File: config.mk
export PLATFORM = sky130hd
export DESIGN_NAME = ddr4_dm_multilane_tx_ctrl
export DESIGN_NICKNAME = d
export VERILOG_FILES = /design/src/rtl/ddr4_dm_multilane_tx_ctrl.sv
export SDC_FILE = /design/constraint.sdc
export NUM_CORES = 1
export LEC_CHECK = 0
export ABC_AREA = 1
export ABC_CLOCK_PERIOD_IN_PS = 1950
export CAP_MARGIN = 20
export CORE_UTILIZATION = 40
export DETAILED_ROUTE_END_ITERATION = 16
export HOLD_SLACK_MARGIN = 0.02
export MAX_ROUTING_LAYER = met4
export PLACE_DENSITY = 0.76
export SKIP_LAST_GASP = 1
export SLEW_MARGIN = 20
export SYNTH_ARGS = -nofsm -noshare
export SYNTH_HDL_FRONTEND = slang
export SYNTH_SLANG_ARGS = --single-unit
File: constraint.sdc
create_clock -name FAB_CLK -period 1.95 [get_ports FAB_CLK]
set_input_delay 0.585 -clock FAB_CLK [delete_from_list [all_inputs] [get_ports FAB_CLK]]
set_output_delay 0.585 -clock FAB_CLK [all_outputs]
set_load 0.02 [all_outputs]
File: src/rtl/ddr4_dm_multilane_tx_ctrl.sv
// Fabric-side DDR4 DM multi-lane TX controller: write-burst data/OE/ODT shaping
// plus a write-leveling delay-line sequencer with per-lane tap tracking.
module ddr4_dm_multilane_tx_ctrl #(
   parameter int LANES      = 2,
   parameter int PRE_CYC    = 1,
   parameter int POST_CYC   = 1,
   parameter int ODT_HOLD   = 2,
   parameter int SETTLE_CYC = 4,
   parameter int TAP_W      = 8
) (
   input  logic                   FAB_CLK,
   input  logic                   TX_SYNC_RST,
   input  logic                   WR_EN,
   input  logic [LANES*8-1:0]     WR_DM_N,
   output logic [LANES*8-1:0]     TX_DATA,
   output logic [LANES*4-1:0]     OE_DATA,
   output logic [LANES-1:0]       ODT_EN,
   input  logic                   DL_REQ,
   input  logic [3:0]             DL_LANE,
   input  logic                   DL_LOAD_CMD,
   input  logic                   DL_DIR,
   input  logic [TAP_W-1:0]       DL_STEPS,
   output logic                   DL_BUSY,
   output logic                   DL_DONE,
   output logic                   DL_ERR,
   output logic [LANES*TAP_W-1:0] TAP_CNT,
   output logic [LANES-1:0]       DELAY_LINE_MOVE,
   output logic [LANES-1:0]       DELAY_LINE_DIRECTION,
   output logic [LANES-1:0]       DELAY_LINE_LOAD,
   input  logic [LANES-1:0]       DELAY_LINE_OUT_OF_RANGE
);

   localparam int D        = PRE_CYC + 1;
   localparam int OE_LEN   = D + POST_CYC;
   localparam int HIST_LEN = OE_LEN + ODT_HOLD;
   localparam int LW       = (LANES > 1) ? $clog2(LANES) : 1;

   localparam logic [3:0]       SETTLE_LAST = 4'(SETTLE_CYC - 1);
   localparam logic [TAP_W-1:0] TAP_MAX     = '1;

   typedef enum logic [2:0] {
      S_IDLE,
      S_LOAD,
      S_MOVE,
      S_SETTLE,
      S_DONE
   } dl_state_t;

   // ------------------------------------------------------------------
   // Write path: bit k of wr_hist is WR_EN from k+1 cycles ago, so the OE
   // window and the ODT hold are plain ORs over the history, and
   // back-to-back bursts merge without any extra bookkeeping.
   // ------------------------------------------------------------------
   logic [HIST_LEN-1:0]        wr_hist;
   logic [D-1:0][LANES*8-1:0]  dm_pipe;
   logic                       oe;
   logic                       odt;

   always_ff @(posedge FAB_CLK) begin
      if (TX_SYNC_RST) begin
         wr_hist <= '0;
         dm_pipe <= '1;
      end else begin
         wr_hist    <= {wr_hist[HIST_LEN-2:0], WR_EN};
         dm_pipe[0] <= WR_EN ? WR_DM_N : '1;
         for (int i = 1; i < D; i++) begin
            dm_pipe[i] <= dm_pipe[i-1];
         end
      end
   end

   assign oe      = |wr_hist[OE_LEN-1:0];
   assign odt     = |wr_hist;
   assign TX_DATA = dm_pipe[D-1];
   assign OE_DATA = {(LANES*4){oe}};
   assign ODT_EN  = {LANES{odt}};

   // ------------------------------------------------------------------
   // Delay-line sequencer
   // ------------------------------------------------------------------
   dl_state_t        dl_state;
   logic [LW-1:0]    lane_q;
   logic             dir_q;
   logic             load_q;
   logic [TAP_W-1:0] steps_rem;
   logic [3:0]       settle_cnt;
   logic [TAP_W-1:0] tap_q [LANES];

   always_ff @(posedge FAB_CLK) begin
      if (TX_SYNC_RST) begin
         dl_state             <= S_IDLE;
         lane_q               <= '0;
         dir_q                <= 1'b0;
         load_q               <= 1'b0;
         steps_rem            <= '0;
         settle_cnt           <= '0;
         DL_BUSY              <= 1'b0;
         DL_DONE              <= 1'b0;
         DL_ERR               <= 1'b0;
         DELAY_LINE_MOVE      <= '0;
         DELAY_LINE_LOAD      <= '0;
         DELAY_LINE_DIRECTION <= '0;
         // NOTE: the tap array is architectural state visible on TAP_CNT, so
         // every entry is reset explicitly rather than left as uninitialised RAM.
         for (int i = 0; i < LANES; i++) begin
            tap_q[i] <= '0;
         end
      end else begin
         DL_DONE         <= 1'b0;
         DELAY_LINE_MOVE <= '0;
         DELAY_LINE_LOAD <= '0;
         case (dl_state)
            S_IDLE: begin
               if (DL_REQ) begin
                  if (int'(DL_LANE) < LANES) begin
                     lane_q    <= DL_LANE[LW-1:0];
                     dir_q     <= DL_DIR;
                     load_q    <= DL_LOAD_CMD;
                     steps_rem <= DL_STEPS;
                     DL_ERR    <= 1'b0;
                     DL_BUSY   <= 1'b1;
                     dl_state  <= DL_LOAD_CMD ? S_LOAD : S_MOVE;
                  end else begin
                     DL_ERR  <= 1'b1;
                     DL_DONE <= 1'b1;
                  end
               end
            end
            S_LOAD: begin
               DELAY_LINE_LOAD[lane_q] <= 1'b1;
               tap_q[lane_q]           <= '0;
               settle_cnt              <= '0;
               dl_state                <= S_SETTLE;
            end
            S_MOVE: begin
               if (steps_rem == '0) begin
                  DL_DONE              <= 1'b1;
                  DL_BUSY              <= 1'b0;
                  DELAY_LINE_DIRECTION <= '0;
                  dl_state             <= S_DONE;
               end else begin
                  DELAY_LINE_MOVE[lane_q] <= 1'b1;
                  // NOTE: of two nonblocking writes to the same bit in one block,
                  // the later one wins, so this clears every other lane's bit.
                  DELAY_LINE_DIRECTION         <= '0;
                  DELAY_LINE_DIRECTION[lane_q] <= dir_q;
                  if (dir_q && tap_q[lane_q] != TAP_MAX) begin
                     tap_q[lane_q] <= tap_q[lane_q] + 1'b1;
                  end else if (!dir_q && tap_q[lane_q] != '0) begin
                     tap_q[lane_q] <= tap_q[lane_q] - 1'b1;
                  end
                  settle_cnt <= '0;
                  dl_state   <= S_SETTLE;
               end
            end
            S_SETTLE: begin
               // The IOD's range flag is judged once the line has settled.
               if (settle_cnt == SETTLE_LAST) begin
                  if (DELAY_LINE_OUT_OF_RANGE[lane_q] || load_q) begin
                     if (DELAY_LINE_OUT_OF_RANGE[lane_q]) begin
                        DL_ERR <= 1'b1;
                     end
                     DL_DONE              <= 1'b1;
                     DL_BUSY              <= 1'b0;
                     DELAY_LINE_DIRECTION <= '0;
                     dl_state             <= S_DONE;
                  end else begin
                     steps_rem <= steps_rem - 1'b1;
                     dl_state  <= S_MOVE;
                  end
               end else begin
                  settle_cnt <= settle_cnt + 4'd1;
               end
            end
            S_DONE: begin
               dl_state <= S_IDLE;
            end
            default: begin
               dl_state <= S_IDLE;
            end
         endcase
      end
   end

   always_comb begin
      // NOTE: defaulting the whole vector first keeps this purely combinational.
      TAP_CNT = '0;
      for (int i = 0; i < LANES; i++) begin
         TAP_CNT[i*TAP_W +: TAP_W] = tap_q[i];
      end
   end

endmodule

==> flow_summary.toml, run 1 <==
[critical_path]
cp_num_buf_inv = 4
path_cells = "buf_4 -> nand2_2 -> nand2_4 -> inv_6 -> ha_4 -> inv_1 -> nor2_1 -> nand3_2 -> nand2_4 -> buf_6 -> nor2_1 -> nor2_1 -> nor2_1"
path_max_fanout = 5
crit_path_frequent_cell = "nor2_1"
required_ps = 2060
critPathMaxStageDelay_ps = 380
slowest_stage = "dfxtp_4"
cp.arrival_ps = 2090
startpoint_type = "flip-flop"
worst-setup-path-type = "flip-flop to flip-flop"
r2r_end = "tap_q[1][7]$_SDFFCE_PN0P_"
r2r_cells = 13
cp-end-kind = "flip-flop"
rrSetupSlack_ps = -40
crit_family = "simple AND/OR/NAND/NOR gates"

[clocking]
htreeDepth = 3
cts_tree = "built"
hold_buffers = 0
cts_made_buffers = 9
cts.root.buffer_cell = "clkbuf_8"
cts_buffer_depth = 2
numClockSinks = 81
clock_latency_ps = 350
cts.clk_slew.worst_paths_ps = 90

[layout]
drive_gt1_share_pct = 22.8
num-nets-final = 697
diodes = 0
final_cell_mix = "nand2_1, nor2_1, inv_1"
utilization_pct = 56.5
post-route-cell-area_um2 = 5540
final_common_cell = "nand2_1"
stdcell_count = 794
syn_to_final_growth_pct = 36.8

[routing]
routed_wl_um = 9660
drc = 0
detail-route-antenna-nets = 0
routedWlPerCell_um = 12.2
drt_iter0_drc = 193
vias_per_cell = 4.62
drt_pre_antenna_iters = 5
num_vias = 3672

[timing]
slew_viol_final = 0
setup_violations = 7
timing.final.crit_period_ps = 1990
worst_hold_slack_ps = 413
worstMarginPinSlew_ps = 378
finalWorstSetupSlack_ps = -35.7
slew_headroom_pct = 74.5
fin_crit_sh_pct = 102
finalSetupTns_ps = -67.9
max_freq_ghz = 0.504
rsz0062_at_grt = "true"
finClkSkew_ps = 9.61
finalHoldViolations = 0

[power]
power_mw = 3.94
vdd_drop_max_mv = 0.446
powerDensity_nw_per_um2 = 710
leakagePower_nw = 2.54

[placement]
placed_cells = 762
placed_area_um2 = 5090
place_hpwl_um = 7380
dp_slack_ps = -273
gp_congestion = 1.02
numPortBuffers = 86

[floorplanning]
initial_core_util_pct = 41.3
die_x_um = 103
rows = 36
die-area_um2 = 10500
die_h_um = 103
pin_count = 87
core_um2 = 9820

[global_routing]
grt_max_degree = 33
grt_pass1_vias = 3383
grt_pass1_wl_um = 15200
antenna_found_initial = 0
grt_usage_pct = 19.3
overflow = 0

[hold_path]
hp-start = "dm_pipe[9]$_SDFF_PP1_"
min_path_type = "flip-flop to flip-flop"
holdPathStages = 1
min_to = "TX_DATA[9]$_SDFF_PP1_"

[outcome]
run_status = "complete, but fails checks"
violations = "setup timing"

[synth]
synth-seq-area-share_pct = 44.0
syn_inst = 547
yosys.area.top_type = "dfxtp_1"
syn_area_um2 = 4050
syn-num-nets = 588
synth_top_area_share_pct = 32.1
ys_seq_elements = 81
ys_warn_count = 0
synth.area.top_cells = "dfxtp_1, edfxtp_1, nand2_1"
synth.avg_cell_area_um2 = 7.41
synth_cell_types = 29

[run]
maxCapViolCount = 0
-- cells by family (layout without fill, tap and decap cells) --
group           Yosys count  after routing  share of synthesized area [%]
compound gates           48             48                           6.08
xor+xnor                  5              5                           1.08
fa+ha+maj                 5              5                           1.54
buf+inv                 108            222                           13.0
flops                    81             81                           44.0
simple gates            300            300                           34.4
-- flip-flops by register name (all words and copies together) (netlist names), 2 cells and up, named ones only --
signal,flops
TX_DATA,16
dm_pipe,16
tap_q,16
steps_rem,8
wr_hist,5
settle_cnt,4
dl_state,3
DELAY_LINE_DIRECTION,2
DELAY_LINE_LOAD,2
DELAY_LINE_MOVE,2
-- per-layer routing --
layer  share of wire (%)  GRT usage, %  vias to the layer above
met3                 6.3          5.02                       25
met5                   0             -                        -
met4                 2.8          6.15                        0
met1                  43          22.3                     1623
met2                  48          32.6                      146
li1                    -             -                     1878
-- power by group --
group / internal (mW) / switching, mW
clock network: 0.696 / 0.647
logic: 0.333 / 0.440
registers: 1.78 / 0.0452
-- layout make-up --
| type | instances | area, um2 |
|---|---|---|
| fill | 935 | 4280 |
| multi-input combinational | 358 | 1860 |
| sequential | 81 | 1790 |
| timing repair buffer | 136 | 1230 |
| inverter | 70 | 270 |
| tap | 133 | 166 |
| clock buffer | 10 | 149 |
| clock inverter | 6 | 77.6 |
-- worst register-to-register path, delay by kind of cell, from the launching register on --
kind	cells	cell delay (ps)
adders and majority gates	1	130
buffers and inverters	4	380
DFF	1	380
and+or+nand+nor	8	850
-- how the worst max path moves through the flow --
stage                                         start                         to  cells past startpoint
after floorplan                           flip-flop  tap_q[0][0]$_SDFFCE_PN0P_                     12
after global placement                  TX_SYNC_RST  tap_q[1][3]$_SDFFCE_PN0P_                      8
after detailed placement                TX_SYNC_RST  tap_q[1][5]$_SDFFCE_PN0P_                      8
after CTS                 tap_q[1][4]$_SDFFCE_PN0P_                TAP_CNT[12]                      1
after global routing                      flip-flop  tap_q[1][7]$_SDFFCE_PN0P_                     13
final                                     flip-flop  tap_q[1][7]$_SDFFCE_PN0P_                     13
-- what timing repair did --
| action | CTS | global route |
|---|---|---|
| resized for setup | 30 | 54 |
| buffers inserted | 3 | 14 |
| pin swaps | 1 | 18 |
| endpoints found under the setup margin | 55 | 46 |
-- Yosys cell counts (all sizes together) --
cell and count:
a211oi 1, a21oi 17, and2 1, buf 30, clkbuf 8, dfxtp 65
edfxtp 16, ha 5, inv 70, nand2 149, nand3 30, nand3b 1
nand4 2, nor2 96, nor3 4, o21ai 30, or2 17, xnor2 1
xor2 4
No activity file was read; power rests on OpenSTA's default activity.
==> run 2, diff against run 1 <==
==> constraint.sdc (replaced) <==
create_clock -name FAB_CLK -period 1.95 [get_ports FAB_CLK]
set_input_delay 0.585 -clock FAB_CLK [delete_from_list [all_inputs] [get_ports FAB_CLK]]
set_output_delay 0.585 -clock FAB_CLK [all_outputs]
set_load 0.1 [all_outputs]
==> run 2 against run 1 <==
Against the previous run:
- the flow now finishes without violations
- routed wire length rose by 0.56%
- clock skew rose by 0.74 ps
- first-iteration DRC count fell by 21%
- critical path type unchanged
- non-clock buffer count fell by 1
- highest routed layer unchanged
- utilization rose by 5.0 points
- worst setup slack improved by 130 ps
- critical path depth fell by 1
- sequential share of layout area fell by 2.6 points
==> flow_summary.toml, run 2 (synthesis results as in run 1) <==
[outcome]
run_status = "finished clean"

[power]
vdd_drop_max_mv = 0.556
leakagePower_nw = 2.69
powerDensity_nw_per_um2 = 723

[clocking]
cts_made_buffers = 9
cts_tree = "built"
hold_buffers = 0
cts.clk_slew.worst_paths_ps = 90
numClockSinks = 81
cts.root.buffer_cell = "clkbuf_8"
cts_buffer_depth = 2
clock_latency_ps = 340
htreeDepth = 3

[global_routing]
grt_pass1_wl_um = 16000
overflow = 0
antenna_found_initial = 0
grt_usage_pct = 20.3
grt_max_degree = 33
grt_pass1_vias = 3562

[placement]
numPortBuffers = 86
gp_congestion = 0.899
dp_slack_ps = -214
placed_area_um2 = 5690
placed_cells = 769
place_hpwl_um = 7840

[layout]
final_cell_mix = "nand2_1, nor2_1, inv_1"
final_common_cell = "nand2_1"
num-nets-final = 696
syn_to_final_growth_pct = 48.9
utilization_pct = 61.5
fillers = 872
post-route-cell-area_um2 = 6040
drive_gt1_share_pct = 29.2
diodes = 0
stdcell_count = 793

[timing]
finalWorstSetupSlack_ps = 95.6
timing.final.crit_period_ps = 1850
setup_violations = 0
finalHoldViolations = 0
finClkSkew_ps = 10.3
slew_viol_final = 0
worst_hold_slack_ps = 414
max_freq_ghz = 0.539
slew_headroom_pct = 76.0
rsz0062_at_grt = "true"
worstMarginPinSlew_ps = 356
fin_crit_sh_pct = 95.1

[critical_path]
path_cells = "inv_4 -> buf_12 -> buf_4 -> nand2_1 -> nand2_2 -> nor2_4 -> nand3_2 -> nand2_4 -> nand3_4 -> nand2_4 -> buf_4 -> nor2_1"
r2r_cells = 12
worst-setup-path-type = "flip-flop to flip-flop"
path_max_fanout = 11
cp.arrival_ps = 1950
slowest_stage = "dfxtp_4"
startpoint_type = "flip-flop"
required_ps = 2040
cp-end-kind = "flip-flop"
critPathMaxStageDelay_ps = 410

[floorplanning]
rows = 36
initial_core_util_pct = 41.3
die_x_um = 103
die-area_um2 = 10500
pin_count = 87
die_h_um = 103
core_um2 = 9820

[routing]
num_vias = 3701
drt_pre_antenna_iters = 5
routed_wl_um = 9720
routedWlPerCell_um = 12.3
drt_iter0_drc = 152
detail-route-antenna-nets = 0
drc = 0
vias_per_cell = 4.67

[hold_path]
holdPathStages = 1
min_path_type = "flip-flop to flip-flop"

[run]
maxCapViolCount = 0
-- run 2: cell types whose count changed in the layout (fill, tap and decap cells not counted), moves of 2 or more --
cell,delta
clkbuf_2,-7
clkinv_4,+2
dlymetal6s2s_1,-5
buf_6,-2
dlygate4sd2_1,-15
buf_12,+51
inv_8,-2
clkdlybuf4s50_1,-23
-- run 2: critical path: cells and delay by family (launching register included) --
family,cells,cell delay [ps]
buf+inv,4,460
flops,1,410
simple gates,8,730
-- run 2: per-layer routing --
layer / up-vias / share of wire, % / wire, um / global-route usage (%)
li1: 1876 / - / - / -
met1: 1691 / 41 / 3960 / 23.4
met2: 124 / 52 / 5040 / 35.5
met3: 10 / 6.4 / 619 / 4.07
met4: 0 / 1.0 / 98 / 5.71
met5: - / 0 / 0 / -
-- run 2: cell type report --
type | count | area (um2) | share of cell area [%]
Inverter | 70 | 268 | 4.44
Timing Repair Buffer | 135 | 1770 | 29.3
Sequential cell | 81 | 1790 | 29.6
Clock inverter | 6 | 72.6 | 1.20
Tap cell | 133 | 166 | 2.76
Clock buffer | 10 | 149 | 2.47
Multi-Input combinational cell | 358 | 1820 | 30.2
-- run 2: metrics by stage --
step                      TNS, ps  total power [mW]
final                           0              4.36
after global routing        -46.0              4.55
after CTS                       0              4.35
after detailed placement    -7000              3.07
after global placement      -5000              3.05
after floorplan             -9540              2.63
-- run 2: worst paths after layout --
check	end	slack (ps)	from
setup / recovery	tap_q[0][5]$_SDFFCE_PN0P_	100	flip-flop
hold / removal	TX_DATA[4]$_SDFF_PP1_	410	dm_pipe[4]$_SDFF_PP1_
setup reg to reg	tap_q[0][5]$_SDFFCE_PN0P_	100	flip-flop
hold reg to reg	TX_DATA[4]$_SDFF_PP1_	410	dm_pipe[4]$_SDFF_PP1_
-- run 2: timing repair --
action | 4_1_cts | 5_1_grt
endpoints found under the setup margin | 14 | 43
setup buffers | 0 | 8
gates resized for setup | 1 | 21
pin swaps | 0 | 12
endpoints found under the hold margin | 0 | 0
-- run 2: where the power goes --
| part | switching, mW | leakage [nW] | total, mW | internal (mW) |
|---|---|---|---|---|
| Combinational | 0.763 | 1.89 | 1.23 | 0.462 |
| Clock | 0.614 | 0.109 | 1.30 | 0.682 |
| Sequential | 0.0627 | 0.697 | 1.84 | 1.78 |
| Total | 1.44 | 2.69 | 4.36 | 2.92 |
==> run 3, diff against run 2 <==
--- a/config.mk
+++ b/config.mk
@@ -6,15 +6,14 @@
 export NUM_CORES = 1
 export LEC_CHECK = 0
 export ABC_AREA = 1
-export ABC_CLOCK_PERIOD_IN_PS = 1950
+export ABC_CLOCK_PERIOD_IN_PS = 1600
 export CAP_MARGIN = 20
 export CORE_UTILIZATION = 40
 export DETAILED_ROUTE_END_ITERATION = 16
 export HOLD_SLACK_MARGIN = 0.02
-export MAX_ROUTING_LAYER = met4
 export PLACE_DENSITY = 0.76
 export SKIP_LAST_GASP = 1
-export SLEW_MARGIN = 20
+export SLEW_MARGIN = 10
 export SYNTH_ARGS = -nofsm -noshare
 export SYNTH_HDL_FRONTEND = slang
 export SYNTH_SLANG_ARGS = --single-unit
==> constraint.sdc (replaced) <==
create_clock -name FAB_CLK -period 1.6 [get_ports FAB_CLK]
set_input_delay 0.48 -clock FAB_CLK [delete_from_list [all_inputs] [get_ports FAB_CLK]]
set_output_delay 0.48 -clock FAB_CLK [all_outputs]
set_load 0.1 [all_outputs]
==> run 3 against run 2 <==
Against the previous run:
- the run now ends with setup timing left
- clock power grew 16%
- via count grew 6.3%
- clock skew grew 5.0 ps
- critical endpoint is now tap_q[1][6]$_SDFFCE_PN0P_
==> flow_summary.toml, run 3 (synthesis results as in run 1) <==
[outcome]
run_status = "complete, but fails checks"
violations = "setup timing"

[floorplanning]
die-area_um2 = 10500
rows = 36
initial_core_util_pct = 41.3
core_um2 = 9820
pin_count = 87
die_h_um = 103
die_x_um = 103

[placement]
place_hpwl_um = 8240
gp_congestion = 0.896
numPortBuffers = 86

[power]
powerDensity_nw_per_um2 = 813
vdd_drop_max_mv = 0.800
leakagePower_nw = 3.09

[hold_path]
min_path_type = "flip-flop to flip-flop"

[routing]
drt_pre_antenna_iters = 5
num_vias = 3934
routedWlPerCell_um = 13.2
detail-route-antenna-nets = 0
drc = 0
drt_iter0_drc = 155
vias_per_cell = 4.65
routed_wl_um = 11200

[layout]
seq_area_um2 = 1790
fillers = 724
multi_input_area_um2 = 2130
num-nets-final = 749
final_common_cell = "nand2_1"
final_cell_mix = "nand2_1, buf_4, nor2_1"
syn_to_final_growth_pct = 69.3
drive_gt1_share_pct = 43.5
utilization_pct = 69.9
diodes = 0

[timing]
finalHoldViolations = 0
max_freq_ghz = 0.544
rsz0062_at_grt = "true"
slew_viol_final = 0
worstMarginPinSlew_ps = 275
finalSetupTns_ps = -7220
finalWorstSetupSlack_ps = -240
setup_violations = 52
fin_crit_sh_pct = 115
timing.final.crit_period_ps = 1840
finClkSkew_ps = 15.4
slew_headroom_pct = 81.6

[global_routing]
overflow = 0
grt_max_degree = 32
grt_usage_pct = 22.1
grt_pass1_wl_um = 17800
grt_pass1_vias = 3929
antenna_found_initial = 0

[critical_path]
slowest_stage = "dfxtp_4"
path_max_fanout = 4
cp.arrival_ps = 1960
startpoint_type = "flip-flop"
crit_path_frequent_cell = "nand2_1"
required_ps = 1720
cp-end-kind = "flip-flop"
path_cells = "buf_6 -> nand2_4 -> nand2_4 -> inv_4 -> buf_6 -> ha_4 -> nand2_4 -> nor2_4 -> nand2_1 -> nand2_1 -> nand2_1 -> nand2_1 -> nand2_1 -> inv_2 -> nor2_2"
worst-setup-path-type = "flip-flop to flip-flop"
critPathMaxStageDelay_ps = 380

[clocking]
cts_buffer_depth = 2
numClockSinks = 81
htreeDepth = 3
clock_latency_ps = 360
cts.root.buffer_cell = "clkbuf_8"
cts_tree = "built"
cts_made_buffers = 9
cts.clk_slew.worst_paths_ps = 100

[run]
maxCapViolCount = 0
## run 3: cell count changes in the layout (fill, tap and decap cells not counted), sizes merged
cell	before	now
buf	100	153
clkdlybuf4s50	35	33
dlymetal6s2s	0	2
inv	72	74
bufinv	1	0
clkbuf	10	9
clkinv	2	3
clkinvlp	1	0
## run 3: per-layer routing
metal / wire length, um / track usage, % / vias to the layer above
li1: - / - / 1980
met1: 4200 / 24.4 / 1775
met2: 5850 / 39.8 / 146
met3: 787 / 6.44 / 33
met4: 361 / 8.68 / 0
met5: 0 / 0 / -
## run 3: worst paths after layout
| kind | from | to | slack (ps) | cells after the start |
|---|---|---|---|---|
| worst max-delay path | flip-flop | tap_q[1][6]$_SDFFCE_PN0P_ | -240 | 15 |
| worst min-delay path | dm_pipe[13]$_SDFF_PP1_ | TX_DATA[13]$_SDFF_PP1_ | 420 | 1 |
| worst max register to register | flip-flop | tap_q[1][6]$_SDFFCE_PN0P_ | -240 | 15 |
| worst min register to register | dm_pipe[13]$_SDFF_PP1_ | TX_DATA[13]$_SDFF_PP1_ | 420 | 1 |
## run 3: power breakdown
| part | internal, mW | switching, mW | total [mW] |
|---|---|---|---|
| registers | 2.17 | 0.0664 | 2.23 |
| clock network | 0.625 | 0.887 | 1.51 |
| logic | 0.773 | 1.06 | 1.84 |
| total | 3.57 | 2.02 | 5.58 |
## run 3: final cells by class
| class | instances | share of cell area [%] |
|---|---|---|
| Inverter | 70 | 3.94 |
| Timing Repair Buffer | 188 | 33.5 |
| Sequential cell | 81 | 26.1 |
| Clock inverter | 7 | 1.18 |
| Clock buffer | 9 | 1.80 |
| Multi-Input combinational cell | 358 | 31.1 |
| Tap cell | 133 | 2.42 |
## run 3: worst max-delay path: cells and delay by family (launching register included)
| kind | cells | cell delay (ps) |
|---|---|---|
| buffers and inverters | 4 | 390 |
| flip-flops | 1 | 380 |
| AND/OR/NAND/NOR | 10 | 700 |
| adder cells (fa/ha/maj) | 1 | 140 |
## run 3: what timing repair did
| item | 4_1_cts | 5_1_grt |
|---|---|---|
| hold buffers | 0 | 0 |
| setup buffers | 10 | 13 |
| pin swaps | 33 | 42 |
| setup endpoints to repair | 63 | 81 |
| gates resized for setup | 93 | 64 |
## run 3: per-stage QoR
stage               hold WS [ps]  cell area [um2]  power [mW]  worst slack (ps)  instances
finish                       417             6860        5.58              -240        846
global route                 432             6860        5.83              -321        846
global placement             391             6010        3.83              -430        812
CTS                          418             6600        5.51              -196        837
detailed placement           394             6010        3.86              -486        812
floorplan                    389             4090        3.21              -685        547
